$ cat config.mk
export PLATFORM = sky130hd
export DESIGN_NAME = trap_bank_unit_flat
export DESIGN_NICKNAME = d
export VERILOG_FILES = /design/src/rtl/trap_bank_unit_pkg.sv /design/src/rtl/trap_bank_unit_if.sv /design/src/rtl/trap_bank_unit_strobe_sync.sv /design/src/rtl/trap_bank_unit.sv /design/src/flat_wrapper.sv
export SDC_FILE = /design/constraint.sdc
export NUM_CORES = 1
export LEC_CHECK = 0
export BUFFER_PORTS_ARGS = -buffer_cell sky130_fd_sc_hd__buf_2
export CAP_MARGIN = 40
export CORE_ASPECT_RATIO = 0.9
export CORE_MARGIN = 10
export CORE_UTILIZATION = 40
export CTS_CLUSTER_DIAMETER = 200
export DETAILED_ROUTE_END_ITERATION = 12
export GPL_ROUTABILITY_DRIVEN = 0
export SYNTH_ARGS = -nofsm -noshare
export SYNTH_HDL_FRONTEND = slang
export SYNTH_SLANG_ARGS = --single-unit
$ cat constraint.sdc
create_clock -name clk -period 2.3 [get_ports clk]
set_clock_uncertainty 0.15 [all_clocks]
set_input_delay 0.115 -clock clk [delete_from_list [all_inputs] [get_ports clk]]
set_output_delay 0.115 -clock clk [all_outputs]
set_load 0.01 [all_outputs]
$ cat src/rtl/trap_bank_unit_pkg.sv
`default_nettype none
// ============================================================================
// Module   : trap_bank_unit_pkg
// Brief    : Shared types and constants for the trap/bank unit.
// Revision : 1.0
// ============================================================================
package trap_bank_unit_pkg;

    typedef enum logic [1:0] {
        IDLE     = 2'd0,
        PENDING  = 2'd1,
        LOW_READ = 2'd2
    } state_t;

    localparam int c_bank_idx_w        = 3;
    localparam int c_num_banks         = 1 << c_bank_idx_w;
    localparam int c_default_page_bits = 8;

    // Pin-side sample carried through the delay line alongside the strobes.
    typedef struct packed {
        logic        trans_direction;
        logic [1:0]  lo_addr;
        logic [7:0]  data_in;
        logic [15:0] addr;
    } sample_t;

endpackage
`default_nettype wire

$ cat src/rtl/trap_bank_unit_if.sv
`default_nettype none
// ============================================================================
// Module   : trap_bank_unit_if
// Brief    : Z80-side bus bundle between the mapper glue and the trap/bank unit.
// Revision : 1.0
// ============================================================================
interface trap_bank_unit_if
    import trap_bank_unit_pkg::*;
#(
    parameter int PAGE_BITS = c_default_page_bits
);
    logic [15:0]          addr;
    logic [7:0]           data_in;
    logic [1:0]           lo_addr;
    logic                 trap_addr_wr_n;
    logic                 trap_addr_rd_n;
    logic                 bank_wr_n;
    logic                 trans_addr;
    logic                 trans_direction;
    logic [7:0]           data_out;
    logic                 data_oe;
    logic [PAGE_BITS-1:0] phys_page;
    logic                 trap_pending;
    logic                 trap_overflow;

    modport master (
        output addr, data_in, lo_addr, trap_addr_wr_n, trap_addr_rd_n,
               bank_wr_n, trans_addr, trans_direction,
        input  data_out, data_oe, phys_page, trap_pending, trap_overflow
    );

    modport slave (
        input  addr, data_in, lo_addr, trap_addr_wr_n, trap_addr_rd_n,
               bank_wr_n, trans_addr, trans_direction,
        output data_out, data_oe, phys_page, trap_pending, trap_overflow
    );
endinterface
`default_nettype wire

$ cat src/rtl/trap_bank_unit_strobe_sync.sv
`default_nettype none
// ============================================================================
// Module   : trap_bank_unit_strobe_sync
// Brief    : Active-low strobe synchroniser with falling-edge pulse.
// Revision : 1.0
// ============================================================================
module trap_bank_unit_strobe_sync #(
    parameter int SYNC_STAGES = 2
) (
    input  wire logic clk,
    input  wire logic reset,
    input  wire logic strobe_n,
    output logic      level_n,
    output logic      fall
);
    logic [SYNC_STAGES-1:0] r_sync;
    logic                   r_prev;

    // Reset to the asserted level so a strobe held low across release is not seen as an edge.
    always_ff @(posedge clk) begin
        if (reset) begin
            r_sync <= '0;
            r_prev <= 1'b0;
        end else begin
            r_sync <= {r_sync[SYNC_STAGES-2:0], strobe_n};
            r_prev <= r_sync[SYNC_STAGES-1];
        end
    end

    assign level_n = r_sync[SYNC_STAGES-1];
    assign fall    = r_prev & ~r_sync[SYNC_STAGES-1];
endmodule
`default_nettype wire

$ cat src/rtl/trap_bank_unit.sv
`default_nettype none
// ============================================================================
// Module   : trap_bank_unit
// Brief    : Trap-address capture, read-back and bank translation registers.
// Revision : 1.0
// ============================================================================
module trap_bank_unit
    import trap_bank_unit_pkg::*;
#(
    parameter int SYNC_STAGES = 2,
    parameter int PAGE_BITS   = c_default_page_bits
) (
    input  wire logic       clk,
    input  wire logic       reset,
    trap_bank_unit_if.slave bus
);
    localparam int c_str_cap  = 0;
    localparam int c_str_rd   = 1;
    localparam int c_str_bank = 2;

    logic [2:0] w_strobe_n;
    logic [2:0] w_level_n;
    logic [2:0] w_fall;

    assign w_strobe_n = {bus.bank_wr_n, bus.trap_addr_rd_n, bus.trap_addr_wr_n};

    for (genvar g = 0; g < 3; g++) begin : g_sync
        trap_bank_unit_strobe_sync #(
            .SYNC_STAGES (SYNC_STAGES)
        ) u_sync (
            .clk      (clk),
            .reset    (reset),
            .strobe_n (w_strobe_n[g]),
            .level_n  (w_level_n[g]),
            .fall     (w_fall[g])
        );
    end

    // Data path delayed by the synchroniser depth so it lines up with the edge pulses.
    sample_t r_dly [SYNC_STAGES];
    sample_t w_smp;

    always_ff @(posedge clk) begin
        if (reset) begin
            for (int i = 0; i < SYNC_STAGES; i++) begin
                r_dly[i] <= '0;
            end
        end else begin
            r_dly[0] <= '{trans_direction: bus.trans_direction, lo_addr: bus.lo_addr,
                          data_in: bus.data_in, addr: bus.addr};
            for (int i = 1; i < SYNC_STAGES; i++) begin
                r_dly[i] <= r_dly[i-1];
            end
        end
    end

    assign w_smp = r_dly[SYNC_STAGES-1];

    logic [PAGE_BITS-1:0] r_bank [c_num_banks];

    always_ff @(posedge clk) begin
        if (reset) begin
            for (int i = 0; i < c_num_banks; i++) begin
                r_bank[i] <= '0;
            end
        end else if (w_fall[c_str_bank]) begin
            r_bank[{w_smp.trans_direction, w_smp.lo_addr}] <= PAGE_BITS'(w_smp.data_in);
        end
    end

    logic [c_bank_idx_w-1:0] w_phys_idx;

    assign w_phys_idx    = {bus.trans_direction, bus.addr[15:14]};
    assign bus.phys_page = bus.trans_addr ? r_bank[w_phys_idx] : PAGE_BITS'(bus.addr[15:14]);

    state_t      r_state, w_state_nxt;
    logic [15:0] r_trap, w_trap_nxt;
    logic        r_ovf, w_ovf_nxt;
    logic [7:0]  r_dout, w_dout_nxt;
    logic        r_oe;

    always_ff @(posedge clk) begin
        if (reset) begin
            r_state <= IDLE;
            r_trap  <= '0;
            r_ovf   <= 1'b0;
            r_dout  <= '0;
            r_oe    <= 1'b0;
        end else begin
            r_state <= w_state_nxt;
            r_trap  <= w_trap_nxt;
            r_ovf   <= w_ovf_nxt;
            r_dout  <= w_dout_nxt;
            r_oe    <= ~w_level_n[c_str_rd];
        end
    end

    // A coincident read is resolved against the old state before the capture lands.
    always_comb begin
        w_state_nxt = r_state;
        w_trap_nxt  = r_trap;
        w_ovf_nxt   = r_ovf;
        w_dout_nxt  = r_dout;

        if (w_fall[c_str_rd]) begin
            if (!w_smp.lo_addr[0]) begin
                w_dout_nxt = r_trap[7:0];
                if (r_state == PENDING) begin
                    w_state_nxt = LOW_READ;
                end
            end else begin
                w_dout_nxt  = r_trap[15:8];
                w_state_nxt = IDLE;
                w_ovf_nxt   = 1'b0;
            end
        end

        if (w_fall[c_str_cap]) begin
            if (w_state_nxt == IDLE) begin
                w_trap_nxt  = w_smp.addr;
                w_state_nxt = PENDING;
            end else begin
                w_ovf_nxt = 1'b1;
            end
        end
    end

    assign bus.data_out      = r_dout;
    assign bus.data_oe       = r_oe;
    assign bus.trap_pending  = (r_state != IDLE);
    assign bus.trap_overflow = r_ovf;
endmodule
`default_nettype wire

$ cat src/flat_wrapper.sv
// flat-port wrapper written by rule: the top's interface ports become plain ports
module trap_bank_unit_flat import trap_bank_unit_pkg::*;
#(
    parameter int SYNC_STAGES = 2,
    parameter int PAGE_BITS   = c_default_page_bits
)
  (clk, reset, bus_addr, bus_data_in, bus_lo_addr, bus_trap_addr_wr_n, bus_trap_addr_rd_n, bus_bank_wr_n, bus_trans_addr, bus_trans_direction, bus_data_out, bus_data_oe, bus_phys_page, bus_trap_pending, bus_trap_overflow);
  trap_bank_unit_if #(.PAGE_BITS(PAGE_BITS)) bus_i ();
  input  wire logic clk;
  input  wire logic reset;
  input wire logic [$bits(bus_i.addr)-1:0] bus_addr;
  input wire logic [$bits(bus_i.data_in)-1:0] bus_data_in;
  input wire logic [$bits(bus_i.lo_addr)-1:0] bus_lo_addr;
  input wire logic [$bits(bus_i.trap_addr_wr_n)-1:0] bus_trap_addr_wr_n;
  input wire logic [$bits(bus_i.trap_addr_rd_n)-1:0] bus_trap_addr_rd_n;
  input wire logic [$bits(bus_i.bank_wr_n)-1:0] bus_bank_wr_n;
  input wire logic [$bits(bus_i.trans_addr)-1:0] bus_trans_addr;
  input wire logic [$bits(bus_i.trans_direction)-1:0] bus_trans_direction;
  output wire logic [$bits(bus_i.data_out)-1:0] bus_data_out;
  output wire logic [$bits(bus_i.data_oe)-1:0] bus_data_oe;
  output wire logic [$bits(bus_i.phys_page)-1:0] bus_phys_page;
  output wire logic [$bits(bus_i.trap_pending)-1:0] bus_trap_pending;
  output wire logic [$bits(bus_i.trap_overflow)-1:0] bus_trap_overflow;
  assign bus_i.addr = bus_addr;
  assign bus_i.data_in = bus_data_in;
  assign bus_i.lo_addr = bus_lo_addr;
  assign bus_i.trap_addr_wr_n = bus_trap_addr_wr_n;
  assign bus_i.trap_addr_rd_n = bus_trap_addr_rd_n;
  assign bus_i.bank_wr_n = bus_bank_wr_n;
  assign bus_i.trans_addr = bus_trans_addr;
  assign bus_i.trans_direction = bus_trans_direction;
  assign bus_data_out = bus_i.data_out;
  assign bus_data_oe = bus_i.data_oe;
  assign bus_phys_page = bus_i.phys_page;
  assign bus_trap_pending = bus_i.trap_pending;
  assign bus_trap_overflow = bus_i.trap_overflow;
  trap_bank_unit #(.SYNC_STAGES(SYNC_STAGES), .PAGE_BITS(PAGE_BITS)) u_core (.clk(clk), .reset(reset), .bus(bus_i));
endmodule
# Yosys cells after proc, flatten, opt, wreduce, memory -nomap -nowiden
# Memories as Yosys holds them, arrays and structs flattened.
# Cells that the tools add are included.
# word_totals
register_bits	37
ramBits	118
input_bits	33
out_inout_bits	19
word_cells	48
n_memories	2
# memory_table
memory	depth	word_bits	rd	rd_ports_with_merged_regs	write_ports	line	source
u_core.r_bank	8	8	1	0	8	trap_bank_unit.sv:59	logic [PAGE_BITS-1:0] r_bank [c_num_banks];
u_core.r_dly	2	27	2	0	2	trap_bank_unit.sv:40	sample_t r_dly [SYNC_STAGES];
# op_classes
eq_ne	1
mux	22
n_bitwise	8
reduce_logical	4
# ops
op	n
$mux W27	2
$mux W8	3
$mux W1	11
$mux W2	5
$reduce_or A8 Y1	1
$and A1 B1 Y1	3
$mux W3	1
$not A1 Y1	3
$eq A2 B1 Y1 const B	1
$logic_not A2 Y1	1
$or A1 B1 Y1	2
$reduce_and A2 Y1	1
$reduce_bool A2 Y1	1

# Longest topological paths before layout
# Gate-level depths: netlist of the first run.
# logic_depth
word_depth	7
ltp_mapped	6
depth_no_buf	4

# Hierarchy
# A second synthesis of the first run with hierarchy kept.
# unflattened
hier_cells	447
area_unflattened_um2	5834.3
# modules_own_cells
mod	instances	cells_each	area_each_um2	seq_area_each_um2
trap_bank_unit	1	426	5571.6	3563.4
trap_bank_unit_strobe_sync	3	7	87.6	60.1

# Worst setup path before layout of the first run
# OpenSTA, ideal clock, no wires.
# synth_timing
path_type	reg-to-reg
start	memory u_core.r_dly[0][53] in the netlist's numbering
end	memory u_core.r_bank[0][0] in the netlist's numbering, enable pin
setup_ns	0.309
arrival_ns	1.323
t_required_ns	1.841
setup_slack_ns	0.518
stages_incl_launch_ff	4
path_buffers	0
synth_period_minus_slack_ns	1.782
path_cell_list	dfxtp_1 -> or4b_4 -> nor3_4 -> or2_2
# synth_lines
element	line
start: declaration	trap_bank_unit.sv:40
end: declaration	trap_bank_unit.sv:59

# Worst setup path in the final report of the first run
# layout_timing
start	input bus_addr[15]
end	output bus_phys_page[0]
# layout_via
elab_chain_len	2
# layout_lines
element	line	source
start: declaration	flat_wrapper.sv:11	input wire logic [$bits(bus_i.addr)-1:0] bus_addr;
$mem_v2 Z8 W8	-	
$mux W8	trap_bank_unit.sv:74	assign bus.phys_page = bus.trans_addr ? r_bank[w_phys_idx] : PAGE_BITS'(bus.addr[15:14]);
end: declaration	flat_wrapper.sv:21	output wire logic [$bits(bus_i.phys_page)-1:0] bus_phys_page;
# No other way between the ends.

==> flow_metrics.py, run 1 <==
metrics = {
    "die": {
        "start_util_pct": 40.42,
        "die_area_mm2": 0.02003,
        "die-width_um": 148.1,
        "ioPinCount": 52,
        "std_cell_rows": 42,
        "core_area_mm2": 0.01461,
        "dieHeight_um": 135.3,
    },
    "timing": {
        "rsz0062_at_grt": "false",
        "setup_viol": 0,
        "maxSlewHeadroom_pct": 64.39,
        "fin_crit_sh_pct": 91.36,
        "fin_crit_ns": 2.101,
        "final.setup.tns_ns": 0,
        "hold_viol": 0,
        "fin_hold_ws_ns": 0.04228,
        "worstMarginPinSlew_ns": 0.5331,
        "fmax_mhz": 475.9,
        "finalMaxSlewViolations": 0,
    },
    "logic_synthesis": {
        "ys_seq_area_share_pct": 63.40,
        "ys_warn_count": 0,
        "synth_edf_count": 64,
        "syn_nets": 479,
        "yosysUniqueCellTypes": 29,
        "async_flop_share_pct": 0,
        "postSynthCellCount": 446,
        "syn_area_per_cell_um2": 13.24,
        "ys_ff_latch": 155,
        "netlist_area_mm2": 0.005904,
        "yosys_most_used_dff": "dfxtp_1",
    },
    "finish": {
        "drive_gt1_share_pct": 22.10,
        "fillers": 1312,
        "nets": 563,
        "antenna_cells": 0,
        "layout_commonest_cell": "dfxtp_1",
        "final_util_pct": 49.61,
        "area_growth_pct": 22.74,
        "final_cells": 741,
        "layout_common_cells": "dfxtp_1 (91), nor2b_1 (67), and2_1 (65)",
    },
    "grt": {
        "grt_usage_pct": 12.43,
        "overflow": 0,
        "grt_pass1_vias": 3418,
        "grt_antenna_before_repair": 0,
        "grt_pass1_wl_mm": 18.99,
        "grt_max_degree": 61,
    },
    "critical_path": {
        "crit_type": "in2out",
        "cp_common_cell": "buf_2",
        "cp_data_arrival_time_ns": 1.84,
        "crit_chain": "dlygate4sd3_1 > buf_2 > mux4_2 > a21oi_1 > a31oi_1 > buf_2",
        "cp-end-kind": "output pin",
        "worst-path-max-fanout": 6,
        "worstSetupStartpointType": "input port",
        "path_depth": 6,
        "cp.required_ns": 2.04,
        "ff2ff_path_depth": 3,
        "cp_top_family": "buffers and inverters",
        "cp_slowest_cell": "mux4_2",
        "cp_num_buf_inv": 3,
        "max_stage_delay_ns": 0.57,
    },
    "power_and_ir_drop": {
        "leakagePower_nw": 2.790,
        "clkPwrFrac_pct": 45.8,
        "p_int_mw": 4.868,
        "swShare_pct": 19.79,
        "power_density_mw_per_mm2": 837.3,
        "p_switching_mw": 1.201,
        "pwr-share-comb_pct": 4.9,
        "p_seq_share_pct": 49.3,
        "ir_drop_mv": 0.5135,
    },
    "clock_tree": {
        "cts_tree": "yes",
        "cts_resized": 0,
        "clk_pin_slew_ns": 0.06,
        "clock_latency_ns": 0.42,
        "cts_buffer_depth": 2,
        "cts_made_buffers": 17,
        "cts-root-buf": "clkbuf_16",
        "numClockSinks": 155,
        "htree_levels": 4,
    },
    "place": {
        "port-buffer-count": 51,
        "placedCellCount": 680,
        "dp_hpwl_mm": 8.071,
    },
    "routing": {
        "drt_iter0_markers": 239,
        "firstDrtPassIters": 4,
        "dr_total_vias": 3356,
        "routed_wirelength_mm": 11.63,
        "wire_per_inst_um": 15.70,
        "postRouteAntennaNets": 0,
        "routed_via_density": 4.529,
        "route.detailed.drc": 0,
    },
    "min_path": {
        "hold_class": "in2reg",
        "whs_path_depth": 2,
    },
    "flow_run": {
        "maxCapViolCount": 0,
    },
    "status": {
        "status": "finished clean",
    },
}
## registers in the layout (all words and copies together), names as in the netlist
register,cells
u_core.r_bank,64
u_core.g_sync.u_sync.r_prev,3
u_core.bus.data_oe,1
u_core.g_sync.u_sync.r_sync,6
u_core.r_state,2
u_core.bus.trap_overflow,1
u_core.r_dly,54
u_core.bus.data_out,8
u_core.r_trap,16
## per-stage QoR
step           power (mW)  worst slack [ns]  cell area, µm²
2_1_floorplan       3.214            0.5182            5904
3_3_place_gp        3.307            0.4568            6349
3_5_place_dp        3.314            0.3990            6349
4_1_cts             6.129            0.1907            7247
5_1_grt             6.293           0.07020            7247
6_report            6.068            0.1987            7247
## final timing paths
path                  startpoint                  end  slack [ns]
max                 bus_addr[15]     bus_phys_page[0]        0.20
min          bus_trans_direction  u_core.r_dly[0][26]        0.04
max reg2reg  u_core.r_dly[0][53]  u_core.r_bank[0][1]        0.39
min reg2reg  u_core.r_dly[0][19]  u_core.r_dly[0][46]        0.28
## power by group through the flow
stage | Combinational [mW] | Sequential (mW) | Clock (mW)
finish | 0.295 | 2.99 | 2.78
global route | 0.328 | 3.00 | 2.96
CTS | 0.300 | 2.99 | 2.84
detailed placement | 0.263 | 3.05 | 0
global placement | 0.257 | 3.05 | 0
floorplan | 0.188 | 3.03 | 0
## what timing repair did
action                    CTS  global route
hold endpoints to repair   31             0
hold buffers               29             0
setup buffers               0             0
## layout make-up
| type | instances | area (µm²) | share of cell area, % |
|---|---|---|---|
| Sequential cell | 155 | 3744 | 51.66 |
| Inverter | 3 | 11.26 | 0.1554 |
| Tap cell | 198 | 247.7 | 3.419 |
| Clock inverter | 5 | 50.05 | 0.6906 |
| Timing Repair Buffer | 89 | 615.6 | 8.494 |
| Multi-Input combinational cell | 264 | 2021 | 27.88 |
| Clock buffer | 27 | 558.0 | 7.700 |
## Yosys cell counts, types with 6 or more instances
cell	number	share of area (%)
a211oi_1	8	1.0
a21oi_1	6	0.51
a22o_1	6	0.89
and2_1	65	6.9
clkbuf_1	14	0.89
dfxtp_1	91	31
edfxtp_1	64	33
mux2i_1	24	4.1
mux4_2	16	6.1
nand2b_1	35	3.7
nor2_1	13	0.83
nor2b_1	67	7.1
or2_2	8	0.85
## logic make-up (layout without fill, tap and decap cells)
group           Yosys count  count (layout)  share of synthesized area, %
simple gates            200             200                         21.23
flops                   155             155                         63.40
mux                      40              40                         10.17
buf+inv                  27             124                         2.373
compound gates           24              24                         2.819
## metal layers
metal | global-route usage (%) | vias up | wire, µm
met1 | 17.53 | 1559 | 5779
met4 | 5.281 | 0 | 151
met2 | 16.84 | 96 | 4928
met3 | 4.275 | 10 | 771
met5 | 0 | - | 0
li1 | - | 1691 | -
(Power assumes the default switching activity.)
==> run 2: changes to the inputs <==
==> constraint.sdc (replaced) <==
create_clock -name clk -period 2.3 [get_ports clk]
set_clock_uncertainty 0.15 [all_clocks]
set_input_delay 0.46 -clock clk [delete_from_list [all_inputs] [get_ports clk]]
set_output_delay 0.46 -clock clk [all_outputs]
set_load 0.01 [all_outputs]
==> flow_metrics.py, run 2 (same netlist as run 1, synthesis figures left out) <==
metrics = {
    "status": {
        "status": "finished clean",
    },
    "routing": {
        "wire_per_inst_um": 15.78,
        "routed_via_density": 4.547,
        "drt_iter0_markers": 160,
        "routed_wirelength_mm": 11.35,
        "route.detailed.drc": 0,
        "dr_total_vias": 3269,
        "firstDrtPassIters": 4,
        "postRouteAntennaNets": 0,
    },
    "grt": {
        "overflow": 0,
        "grt_pass1_wl_mm": 18.48,
        "grt_max_degree": 88,
        "grt_pass1_vias": 3377,
        "grt_antenna_before_repair": 0,
        "grt_usage_pct": 12.05,
    },
    "power_and_ir_drop": {
        "ir_drop_mv": 0.6105,
        "leakagePower_nw": 2.705,
        "p_total_mw": 6.019,
        "power_density_mw_per_mm2": 855.6,
    },
    "clock_tree": {
        "clock_latency_ns": 0.42,
        "cts_tree": "yes",
        "clk_pin_slew_ns": 0.06,
        "numClockSinks": 155,
        "cts-root-buf": "clkbuf_16",
        "cts_buffer_depth": 2,
        "htree_levels": 4,
        "hold_buffers": 0,
        "postCtsSetupBuffers": 0,
        "cts_made_buffers": 17,
    },
    "critical_path": {
        "crit_type": "reg2out",
        "worst-path-max-fanout": 1,
        "cp.required_ns": 1.69,
        "worstSetupStartpointType": "register",
        "cp-end-kind": "output pin",
        "cp_data_arrival_time_ns": 1.67,
    },
    "timing": {
        "fin_crit_ns": 2.284,
        "fmax_mhz": 437.8,
        "maxSlewHeadroom_pct": 51.27,
        "rsz0062_at_grt": "true",
        "finalMaxSlewViolations": 0,
        "fin_crit_sh_pct": 99.32,
        "worstMarginPinSlew_ns": 0.7309,
        "hold_viol": 0,
        "fin_hold_ws_ns": 0.1032,
        "final.setup.tns_ns": 0,
        "worst_slack_ns": 0.01574,
        "setup_viol": 0,
    },
    "finish": {
        "postLayoutCellArea_mm2": 0.007036,
        "antenna_cells": 0,
        "largest_registers": "u_core.r_bank: 64 flops, u_core.r_dly: 54 flops, u_core.r_trap: 16 flops",
        "area_growth_pct": 19.16,
        "nets": 541,
        "largest_register": "u_core.r_bank",
        "final_cells": 719,
        "layout_common_cells": "dfxtp_1 (91), nor2b_1 (67), and2_1 (65)",
        "final_util_pct": 48.16,
        "layout_commonest_cell": "dfxtp_1",
        "drive_gt1_share_pct": 24.95,
        "largest_register_ffs": 64,
    },
    "die": {
        "die-width_um": 148.1,
        "dieHeight_um": 135.3,
        "die_area_mm2": 0.02003,
        "ioPinCount": 52,
        "std_cell_rows": 42,
        "start_util_pct": 40.42,
        "core_area_mm2": 0.01461,
    },
    "place": {
        "dp_slack_ns": -0.005366,
        "placedCellCount": 687,
        "port-buffer-count": 51,
        "dp_hpwl_mm": 7.773,
        "dpl_cell_area_mm2": 0.006414,
    },
    "flow_run": {
        "maxCapViolCount": 0,
    },
    "min_path": {
        "hold_class": "in2reg",
    },
}
## run 2: layout make-up
| cell class | count | area, µm² |
|---|---|---|
| fill | 1357 | 7574 |
| sequential | 155 | 3744 |
| multi-input combinational | 264 | 2028 |
| clock buffer | 25 | 569.3 |
| timing repair buffer | 67 | 390.4 |
| tap | 198 | 247.7 |
| clock inverter | 7 | 45.04 |
| inverter | 3 | 11.26 |
## run 2: metal layers
layer	GRT usage (%)	vias up	wire length, µm	part of all wire (%)
met5	0	-	0	0
met4	4.840	0	171	1.5
met3	5.077	11	706	6.2
met2	16.72	77	4877	43
met1	16.22	1535	5593	49
li1	-	1646	-	-
## run 2: power breakdown
part / total [mW] / switching [mW] / internal (mW)
logic: 0.269 / 0.137 / 0.132
clock network: 2.76 / 1.05 / 1.72
registers: 2.99 / 0.0415 / 2.95
total: 6.02 / 1.22 / 4.80
## run 2: critical path, cell delays in order, from the launching register on
cell	delay, ns
edfxtp_1	0.41
mux4_2	0.49
a21oi_2	0.13
a31oi_1	0.06
buf_2	0.16
## run 2: worst paths after layout
check | start | endpoint | slack (ns) | depth (start not counted)
max | u_core.r_bank[4][0] | bus_phys_page[0] | 0.02 | 4
min | bus_data_in[7] | u_core.r_dly[0][23] | 0.10 | 2
max reg2reg | u_core.r_dly[0][53] | u_core.r_bank[0][4] | 0.49 | 3
min reg2reg | u_core.r_dly[0][10] | u_core.r_dly[0][37] | 0.28 | 1
## run 2: timing repair
| item | 4_1_cts | 5_1_grt |
|---|---|---|
| resized for setup | 2 | 0 |
| setup endpoints to repair | 2 | 7 |
| pin swaps | 1 | 4 |
| hold endpoints to repair | 0 | 0 |
